### config.mk
export PLATFORM = sky130hd
export DESIGN_NAME = spi_byte_master
export DESIGN_NICKNAME = d
export VERILOG_FILES = /design/src/rtl/spi_pkg.sv /design/src/rtl/spi_clk_div.sv /design/src/rtl/spi_byte_master.sv
export SDC_FILE = /design/constraint.sdc
export NUM_CORES = 1
export LEC_CHECK = 0
export CAP_MARGIN = 15
export CORE_ASPECT_RATIO = 1.5
export CORE_MARGIN = 8
export CORE_UTILIZATION = 32
export CTS_BUF_LIST = sky130_fd_sc_hd__clkbuf_16
export DETAILED_ROUTE_END_ITERATION = 12
export GPL_TIMING_DRIVEN = 0
export PLACE_DENSITY = 0.59
export SYNTH_ARGS = -nofsm -noshare
export SYNTH_HDL_FRONTEND = slang
export SYNTH_HIERARCHICAL = 1
export SYNTH_SLANG_ARGS = --single-unit
### constraint.sdc
create_clock -name clk -period 3.2 [get_ports clk]
set_input_delay 0.96 -clock clk [delete_from_list [all_inputs] [get_ports clk]]
set_output_delay 0.96 -clock clk [all_outputs]
set_load 0.01 [all_outputs]
### src/rtl/spi_pkg.sv
// Shared types and default sizing for the single-byte SPI master.
package spi_pkg;

    localparam int SPI_DATA_W = 8;
    localparam int SPI_DIV_W  = 26;

    typedef enum logic [1:0] {
        IDLE,
        SHIFT,
        DONE
    } state_t;

endpackage

### src/rtl/spi_clk_div.sv
// SCLK half-period divider: loads N on acceptance, then ticks once every N
// enabled cycles. A requested N of 0 behaves as N = 1.
module spi_clk_div #(
    parameter int DIV_W = spi_pkg::SPI_DIV_W
) (
    input  logic             clk,
    input  logic             reset,
    input  logic             load,
    input  logic [DIV_W-1:0] n_in,
    input  logic             en,
    output logic             tick
);

    logic [DIV_W-1:0] reload_q, reload_d;
    logic [DIV_W-1:0] cnt_q,    cnt_d;

    // Count from N-1 down to 0 so the full DIV_W range is usable without wrapping.
    always_comb begin
        // NOTE: defaults first so every path assigns every _d signal and no latch is inferred.
        reload_d = reload_q;
        cnt_d    = cnt_q;
        if (load) begin
            reload_d = (n_in == '0) ? '0 : n_in - DIV_W'(1);
            cnt_d    = (n_in == '0) ? '0 : n_in - DIV_W'(1);
        end else if (en) begin
            cnt_d = (cnt_q == '0) ? reload_q : cnt_q - DIV_W'(1);
        end
    end

    assign tick = en && (cnt_q == '0);

    always_ff @(posedge clk) begin
        // NOTE: sequential state uses non-blocking assignments so all flops update together.
        if (reset) begin
            reload_q <= '0;
            cnt_q    <= '0;
        end else begin
            reload_q <= reload_d;
            cnt_q    <= cnt_d;
        end
    end

endmodule

### src/rtl/spi_byte_master.sv
// Transmit-only SPI mode-0 master sending one byte per transfer under CS.
// Define SPI_LSB_FIRST_EN to shift LSB first; otherwise MSB first.
module spi_byte_master
    import spi_pkg::*;
#(
    parameter int DATA_W = SPI_DATA_W,
    parameter int DIV_W  = SPI_DIV_W
) (
    input  logic              clk,
    input  logic              reset,
    input  logic [DATA_W-1:0] data_in,
    input  logic              start,
    input  logic [DIV_W-1:0]  div_factor,
    output logic              mosi,
    output logic              sclk,
    output logic              cs,
    output logic [DATA_W-1:0] data_out,
    output logic              busy,
    output logic              avail
);

    localparam int CNT_W = $clog2(DATA_W + 1);

    state_t             state_q, state_d;
    logic [DATA_W-1:0]  shreg_q, shreg_d;
    logic [DATA_W-1:0]  echo_q, echo_d;
    logic [DATA_W-1:0]  data_out_q, data_out_d;
    logic [CNT_W-1:0]   bit_cnt_q, bit_cnt_d;
    logic               mosi_q, mosi_d;
    logic               sclk_q, sclk_d;
    logic               cs_q, cs_d;
    logic               busy_q, busy_d;
    logic               avail_q, avail_d;

    logic               accept;
    logic               tick;
    logic               last_fall;
    logic               first_bit;
    logic               next_bit;
    logic [DATA_W-1:0]  shreg_next;
    logic [DATA_W-1:0]  echo_next;

    assign accept    = (state_q == IDLE) && start;
    assign last_fall = tick && sclk_q && (bit_cnt_q == CNT_W'(DATA_W - 1));

    // Echo shifts in the same order as the wire so it ends up in original bit order.
`ifdef SPI_LSB_FIRST_EN
    assign first_bit  = data_in[0];
    assign next_bit   = shreg_q[1];
    assign shreg_next = shreg_q >> 1;
    assign echo_next  = {mosi_q, echo_q[DATA_W-1:1]};
`else
    assign first_bit  = data_in[DATA_W-1];
    assign next_bit   = shreg_q[DATA_W-2];
    assign shreg_next = shreg_q << 1;
    assign echo_next  = {echo_q[DATA_W-2:0], mosi_q};
`endif

    spi_clk_div #(
        .DIV_W (DIV_W)
    ) u_clk_div (
        .clk   (clk),
        .reset (reset),
        .load  (accept),
        .n_in  (div_factor),
        .en    (state_q == SHIFT),
        .tick  (tick)
    );

    always_ff @(posedge clk) begin
        if (reset) begin
            state_q <= IDLE;
        end else begin
            state_q <= state_d;
        end
    end

    always_comb begin
        state_d = state_q;
        unique case (state_q)
            IDLE:    if (start) state_d = SHIFT;
            SHIFT:   if (last_fall) state_d = DONE;
            DONE:    state_d = IDLE;
            default: state_d = IDLE;
        endcase
    end

    always_comb begin
        shreg_d    = shreg_q;
        echo_d     = echo_q;
        data_out_d = data_out_q;
        bit_cnt_d  = bit_cnt_q;
        mosi_d     = mosi_q;
        sclk_d     = sclk_q;
        cs_d       = cs_q;
        busy_d     = busy_q;
        avail_d    = 1'b0;
        unique case (state_q)
            IDLE: begin
                if (start) begin
                    shreg_d   = data_in;
                    echo_d    = '0;
                    bit_cnt_d = '0;
                    mosi_d    = first_bit;
                    sclk_d    = 1'b0;
                    cs_d      = 1'b0;
                    busy_d    = 1'b1;
                end
            end
            SHIFT: begin
                if (tick) begin
                    sclk_d = ~sclk_q;
                    if (!sclk_q) begin
                        echo_d = echo_next;
                    end else if (last_fall) begin
                        cs_d = 1'b1;
                    end else begin
                        bit_cnt_d = bit_cnt_q + CNT_W'(1);
                        shreg_d   = shreg_next;
                        mosi_d    = next_bit;
                    end
                end
            end
            DONE: begin
                cs_d       = 1'b1;
                sclk_d     = 1'b0;
                mosi_d     = 1'b0;
                busy_d     = 1'b0;
                avail_d    = 1'b1;
                data_out_d = echo_q;
            end
            default: ;
        endcase
    end

    always_ff @(posedge clk) begin
        if (reset) begin
            shreg_q    <= '0;
            echo_q     <= '0;
            data_out_q <= '0;
            bit_cnt_q  <= '0;
            mosi_q     <= 1'b0;
            sclk_q     <= 1'b0;
            cs_q       <= 1'b1;
            busy_q     <= 1'b0;
            avail_q    <= 1'b0;
        end else begin
            shreg_q    <= shreg_d;
            echo_q     <= echo_d;
            data_out_q <= data_out_d;
            bit_cnt_q  <= bit_cnt_d;
            mosi_q     <= mosi_d;
            sclk_q     <= sclk_d;
            cs_q       <= cs_d;
            busy_q     <= busy_d;
            avail_q    <= avail_d;
        end
    end

    assign mosi     = mosi_q;
    assign sclk     = sclk_q;
    assign cs       = cs_q;
    assign data_out = data_out_q;
    assign busy     = busy_q;
    assign avail    = avail_q;

endmodule

-- Word level (Yosys, flattened, before mapping)
Index checks and enable logic that the tools add are counted.
Widths: inputs -> output; s select.
- flip-flop bits (word level): 86
- bits of input ports: 37
- output and inout bits: 13
- word-level logic and storage cells: 79
- add/sub/neg operators: 3
- eq/ne operators: 9
- multiplexer cells: 36
- bitwise operators: 1
- reductions and logical operators: 18
- operators by type and width (operator ; number):
    $mux 26 ; 4
    $logic_not 26->1 ; 2
    $sub 26x1->26 const B ; 2
    $mux 7 ; 4
    $mux 8 ; 3
    $mux 4 ; 4
    $pmux 8 s2 ; 1
    $reduce_and 5->1 ; 3
    $pmux 7 s2 ; 1
    $ne 2x2->1 const B ; 6
    $mux 1 ; 11
    $pmux 1 s3 ; 3
    $pmux 4 s2 ; 1
    $reduce_bool 2->1 ; 3
    $add 4x1->4 const B ; 1
    $eq 4x3->1 const B ; 1
    $logic_and 1x1->1 ; 4
    $mux 2 ; 2
    $pmux 2 s2 ; 1
    $reduce_and 2->1 ; 2
    $reduce_and 4->1 ; 1
    $reduce_and 3->1 ; 1
    $reduce_bool 3->1 ; 1
    $eq 2x1->1 const B ; 1
    4 further kinds ; 4

-- Depth between registers and ports, before layout
- word-level depth: 8
- mapped depth: 11
- depth with buffers taken out: 10

-- Cells and area by module
Netlist, hierarchy kept.
- modules (own cells, without submodules) (module ; times used ; cells an instance ; area an instance (µm²) ; sequential area each (µm²)):
    spi_clk_div ; 1 ; 415 ; 3283.1 ; 1041.0
    spi_byte_master ; 1 ; 165 ; 1515.2 ; 680.7

-- Worst setup path after synthesis
OpenSTA, ideal clock, no wires.
- kind: input port to flip-flop
- start: in div_factor[0]
- end: reg u_clk_div.cnt_q[20]
- setup time: 137 ps
- arrival time: 2660 ps
- required time: 3063 ps
- slack: 403 ps
- cell stages on the path: 8
- path buffers: 0
- path through: inv_1 > ha_1 > nor4b_2 > nand4_1 > nor4_1 > mux2_2 > o21ai_0 > a31oi_1
- word-level cells in the longest chain between the ends: 3
- elaborated cells on any way between the ends: 4
- those cells by class: add/sub: 1; mux: 2; reduce/logical: 1
- RTL lines (what ; line ; RTL):
    start: declaration ; spi_byte_master.sv:13 ; input logic [DIV_W-1:0] div_factor,
    $sub 26x1->26 or $logic_not 26->1 (tied branches) ; spi_clk_div.sv:24 ; cnt_d = (n_in == '0) ? '0 : n_in - DIV_W'(1);
    $mux 26 (*) ; spi_clk_div.sv:24 ;
    $mux 26 (*) ; spi_clk_div.sv:22 ; if (load) begin
    end signal: assignment ; spi_clk_div.sv:39 ; cnt_q <= cnt_d;
    end: declaration ; spi_clk_div.sv:15 ; logic [DIV_W-1:0] cnt_q, cnt_d;
Mark *: on every way between the ends. The rest lies on a longest branch, timed or not.
A chain may end at the register's enable or synchronous reset.

-- Worst setup path in the final report
- start: in div_factor[7]
- end: reg u_clk_div.cnt_q[22]
Same word-level chain as after synthesis.

==> results_dict.tcl <==
set metrics [dict create \
    synth_area_per_cell_um2 8.273 \
    syn_nets 624 \
    grt_first_pass_wirelength_um 23630 \
    utilization_pct 40.09 \
    critPathCaptureType "register" \
    die_x_um 116.0 \
    dieArea_um2 19250 \
    ys_warn_count 6 \
    hold_buffers 0 \
    final_nets 688 \
    crit_chain "clkdlybuf4s50_1 -> nor4_4 -> and4_1 -> buf_2 -> nand3_2 -> or4_1 -> a31oi_4 -> a21boi_1" \
    synth_edf_count 0 \
    setup_slack_ns 0.09275 \
    synth.distinct_cells 76 \
    setup_viol 0 \
    slew_viol_final 0 \
    rrSetupSlack_ns 0.22 \
    cts-buffers-inserted 9 \
    crit_path_max_fanout 7 \
    hold_violations 0 \
    hold_path_class "register to register" \
    ant_nets 0 \
    async_flop_share_pct 0 \
    io_buffer_count 47 \
    synth_top_area_share_pct 35.88 \
    start_util_pct 32.28 \
    crit_path_start "div_factor[7]" \
    cp_slowest_cell "or4_1" \
    grt_max_degree 15 \
    leakagePower_nw 2.079 \
    area_growth_pct 24.20 \
    status "complete, no violations" \
    antenna_found_initial 0 \
    synthFlopType "dfxtp_1" \
    path_class "input pin to register" \
    grt_remaining_overflow 0 \
    cts_root_buf "clkbuf_16" \
    hold_depth 1 \
    period_share_pct 97.10 \
    holdCritStartpoint "u_clk_div/reload_q[22]$_SDFFE_PP0P_" \
    peakVddDrop_uv 271.6 \
    crit_buf_inv 2 \
    cpPeakStageDelay_ns 0.56 \
    drtIter0Drc 283 \
    drc 0 \
    drt-total-wl_um 14740 \
    reg2reg_to "bit_cnt_q[1]$_SDFFE_PP0P_" \
    cts_sinks 86 \
    yosysMostFrequentCell "dfxtp_1" \
    fmax_mhz 321.8 \
    cap_violations 0 \
    syn_inst 580 \
    io_pins 50 \
    die_h_um 166.0 \
    synthTopCellsByCount "dfxtp_1, nor2_1, nand2_1" \
    antenna_cells 0 \
    fin_tns_setup_ns 0 \
    drive_above_1_share_pct 10.48 \
    cts_max_path_buffers 2 \
    worstSetupStartpointType "input pin" \
    worstMarginPinSlew_ns 0.6867 \
    core-area_um2 14860 \
    hold_end "u_clk_div/reload_q[22]$_SDFFE_PP0P_" \
    row_count 55 \
    hpwl_um 11020 \
    r2r_cells 9 \
    finClkSkew_ns 0.009203 \
    fin_crit_ns 3.107 \
    gp_congestion 0.8555 \
    total_power_w 0.002997 \
    vias 4612 \
    cts_tree "yes" \
    grt_pass1_vias 4648 \
    ys_ff_latch 86 \
    final_cells 848 \
    place_inst 826 \
    seq_area_frac_synth_pct 35.88 \
    grt_setup_unrepaired "true" \
    dp_slack_ns -0.6459 \
    crit_family "simple AND/OR/NAND/NOR gates" \
    track_usage_pct 15.54 \
    yosysTopAreaCell "dfxtp_1" \
    vias_per_cell 5.439 \
    worstPathRequired_ns 3.47 \
    arrival_ns 3.38 \
    relSlewSlack_pct 54.22 \
    htree_levels 3 \
    cellPowerDensity_nw_per_um2 502.9 \
    post_synth_instance_area_um2 4798 \
    clkTransAtPathRegs_ns 0.06 \
    wl_per_cell_um 17.38 \
    r2r_start "u_clk_div/cnt_q[19]$_SDFFE_PP0P_" \
    synth.area.top_cells "dfxtp_1, nor2_1, a21oi_1" \
    clkLatencyLatePin_ns 0.34 \
    firstDrtPassIters 5 \
]
[worst max-delay path by stage]
stage          slack, ns  depth (start not counted)                             endpoint
6_report            0.09                          8     u_clk_div/cnt_q[22]$_SDFFE_PP0P_
3_3_place_gp       -0.72                          9  u_clk_div/reload_q[20]$_SDFFE_PP0P_
4_1_cts             0.02                          9     u_clk_div/cnt_q[20]$_SDFFE_PP0P_
3_5_place_dp       -0.65                          9     u_clk_div/cnt_q[20]$_SDFFE_PP0P_
2_1_floorplan       0.40                          8     u_clk_div/cnt_q[20]$_SDFFE_PP0P_
5_1_grt            -0.03                         10  u_clk_div/reload_q[12]$_SDFFE_PP0P_
[cells by family (layout without fill, tap and decap cells)]
logic type	count (synthesis)	count (layout)	synth area share, %
AO/OA/AOI/OAI	150	150	21.28
AND/OR/NAND/NOR	239	239	26.23
XOR/XNOR	30	30	5.476
buffers and inverters	47	116	4.850
multiplexers	21	21	4.459
adder cells (fa/ha/maj)	7	7	1.825
flip-flops	86	86	35.88
[placed cells by master, fill, tap and decap left out, types with 3 or more instances in the layout]
cell type,instances
a211o_1,3
a211oi_1,15
a21o_1,6
a21oi_1,48
a22oi_1,5
a31oi_1,4
buf_2,7
buf_4,8
clkbuf_1,18
clkbuf_16,9
clkbuf_8,3
clkdlybuf4s50_1,47
clkinv_1,3
dfxtp_1,86
ha_1,6
inv_1,13
mux2i_1,18
nand2_1,49
nand2b_1,14
nand3_1,18
nand3b_1,4
nand4_1,6
nor2_1,77
nor2b_1,6
nor3_1,16
nor3_2,3
nor4_1,6
nor4_2,4
nor4_4,3
o21a_1,3
o21ai_0,15
o21ai_1,11
o221a_1,4
o221ai_1,6
o31ai_1,3
or2_1,3
or4_1,5
or4_4,3
xnor2_1,19
xor2_1,11
[through the flow]
stage / hold slack [ns] / instance area, um2
CTS: 0.4585 / 5851
global placement: 0.4414 / 5518
detailed placement: 0.4431 / 5518
finish: 0.4551 / 5959
global route: 0.4740 / 5959
floorplan: 0.4283 / 4798
[metal layers]
metal	part of all wire, %	track usage, %	vias to the layer above
met4	4.9	9.632	0
met1	39	16.45	2227
li1	-	-	2229
met5	0	0	-
met3	3.9	2.949	34
met2	52	27.25	122
[final cells by class]
class	instances	area, um2
Inverter	13	48.80
Clock inverter	7	65.06
Fill cell	1570	8905
Multi-Input combinational cell	447	2947
Buffer	34	187.7
Sequential cell	86	1722
Timing Repair Buffer	53	515.5
Clock buffer	9	225.2
Tap cell	199	249.0
[worst register-to-register path, cell delays in order, from the launching register on]
cell,delay [ns]
dfxtp_1,0.38
or4_4,0.60
nand3b_1,0.25
or3_2,0.50
inv_1,0.14
a21boi_1,0.16
a2111oi_4,0.37
buf_4,0.26
nand3_1,0.09
a21oi_1,0.16
[sequential cells by signal (all words and copies together), names as in the netlist, 2 cells and up]
register and flops:
bit_cnt_q 4, data_out 8, echo_q 8, shreg_q 7, state_q 2, u_clk_div/cnt_q 26, u_clk_div/reload_q 26
[power breakdown]
part | switching, W | internal [W]
clock network | 0.000428 | 0.000599
logic | 0.000423 | 0.000311
registers | 0.0000825 | 0.00115
[timing repair]
item,in CTS,in global routing
setup endpoints to repair,40,36
resized for setup,8,12
buffers inserted,0,6
pin swaps,0,2
(Power assumes the default switching activity.)
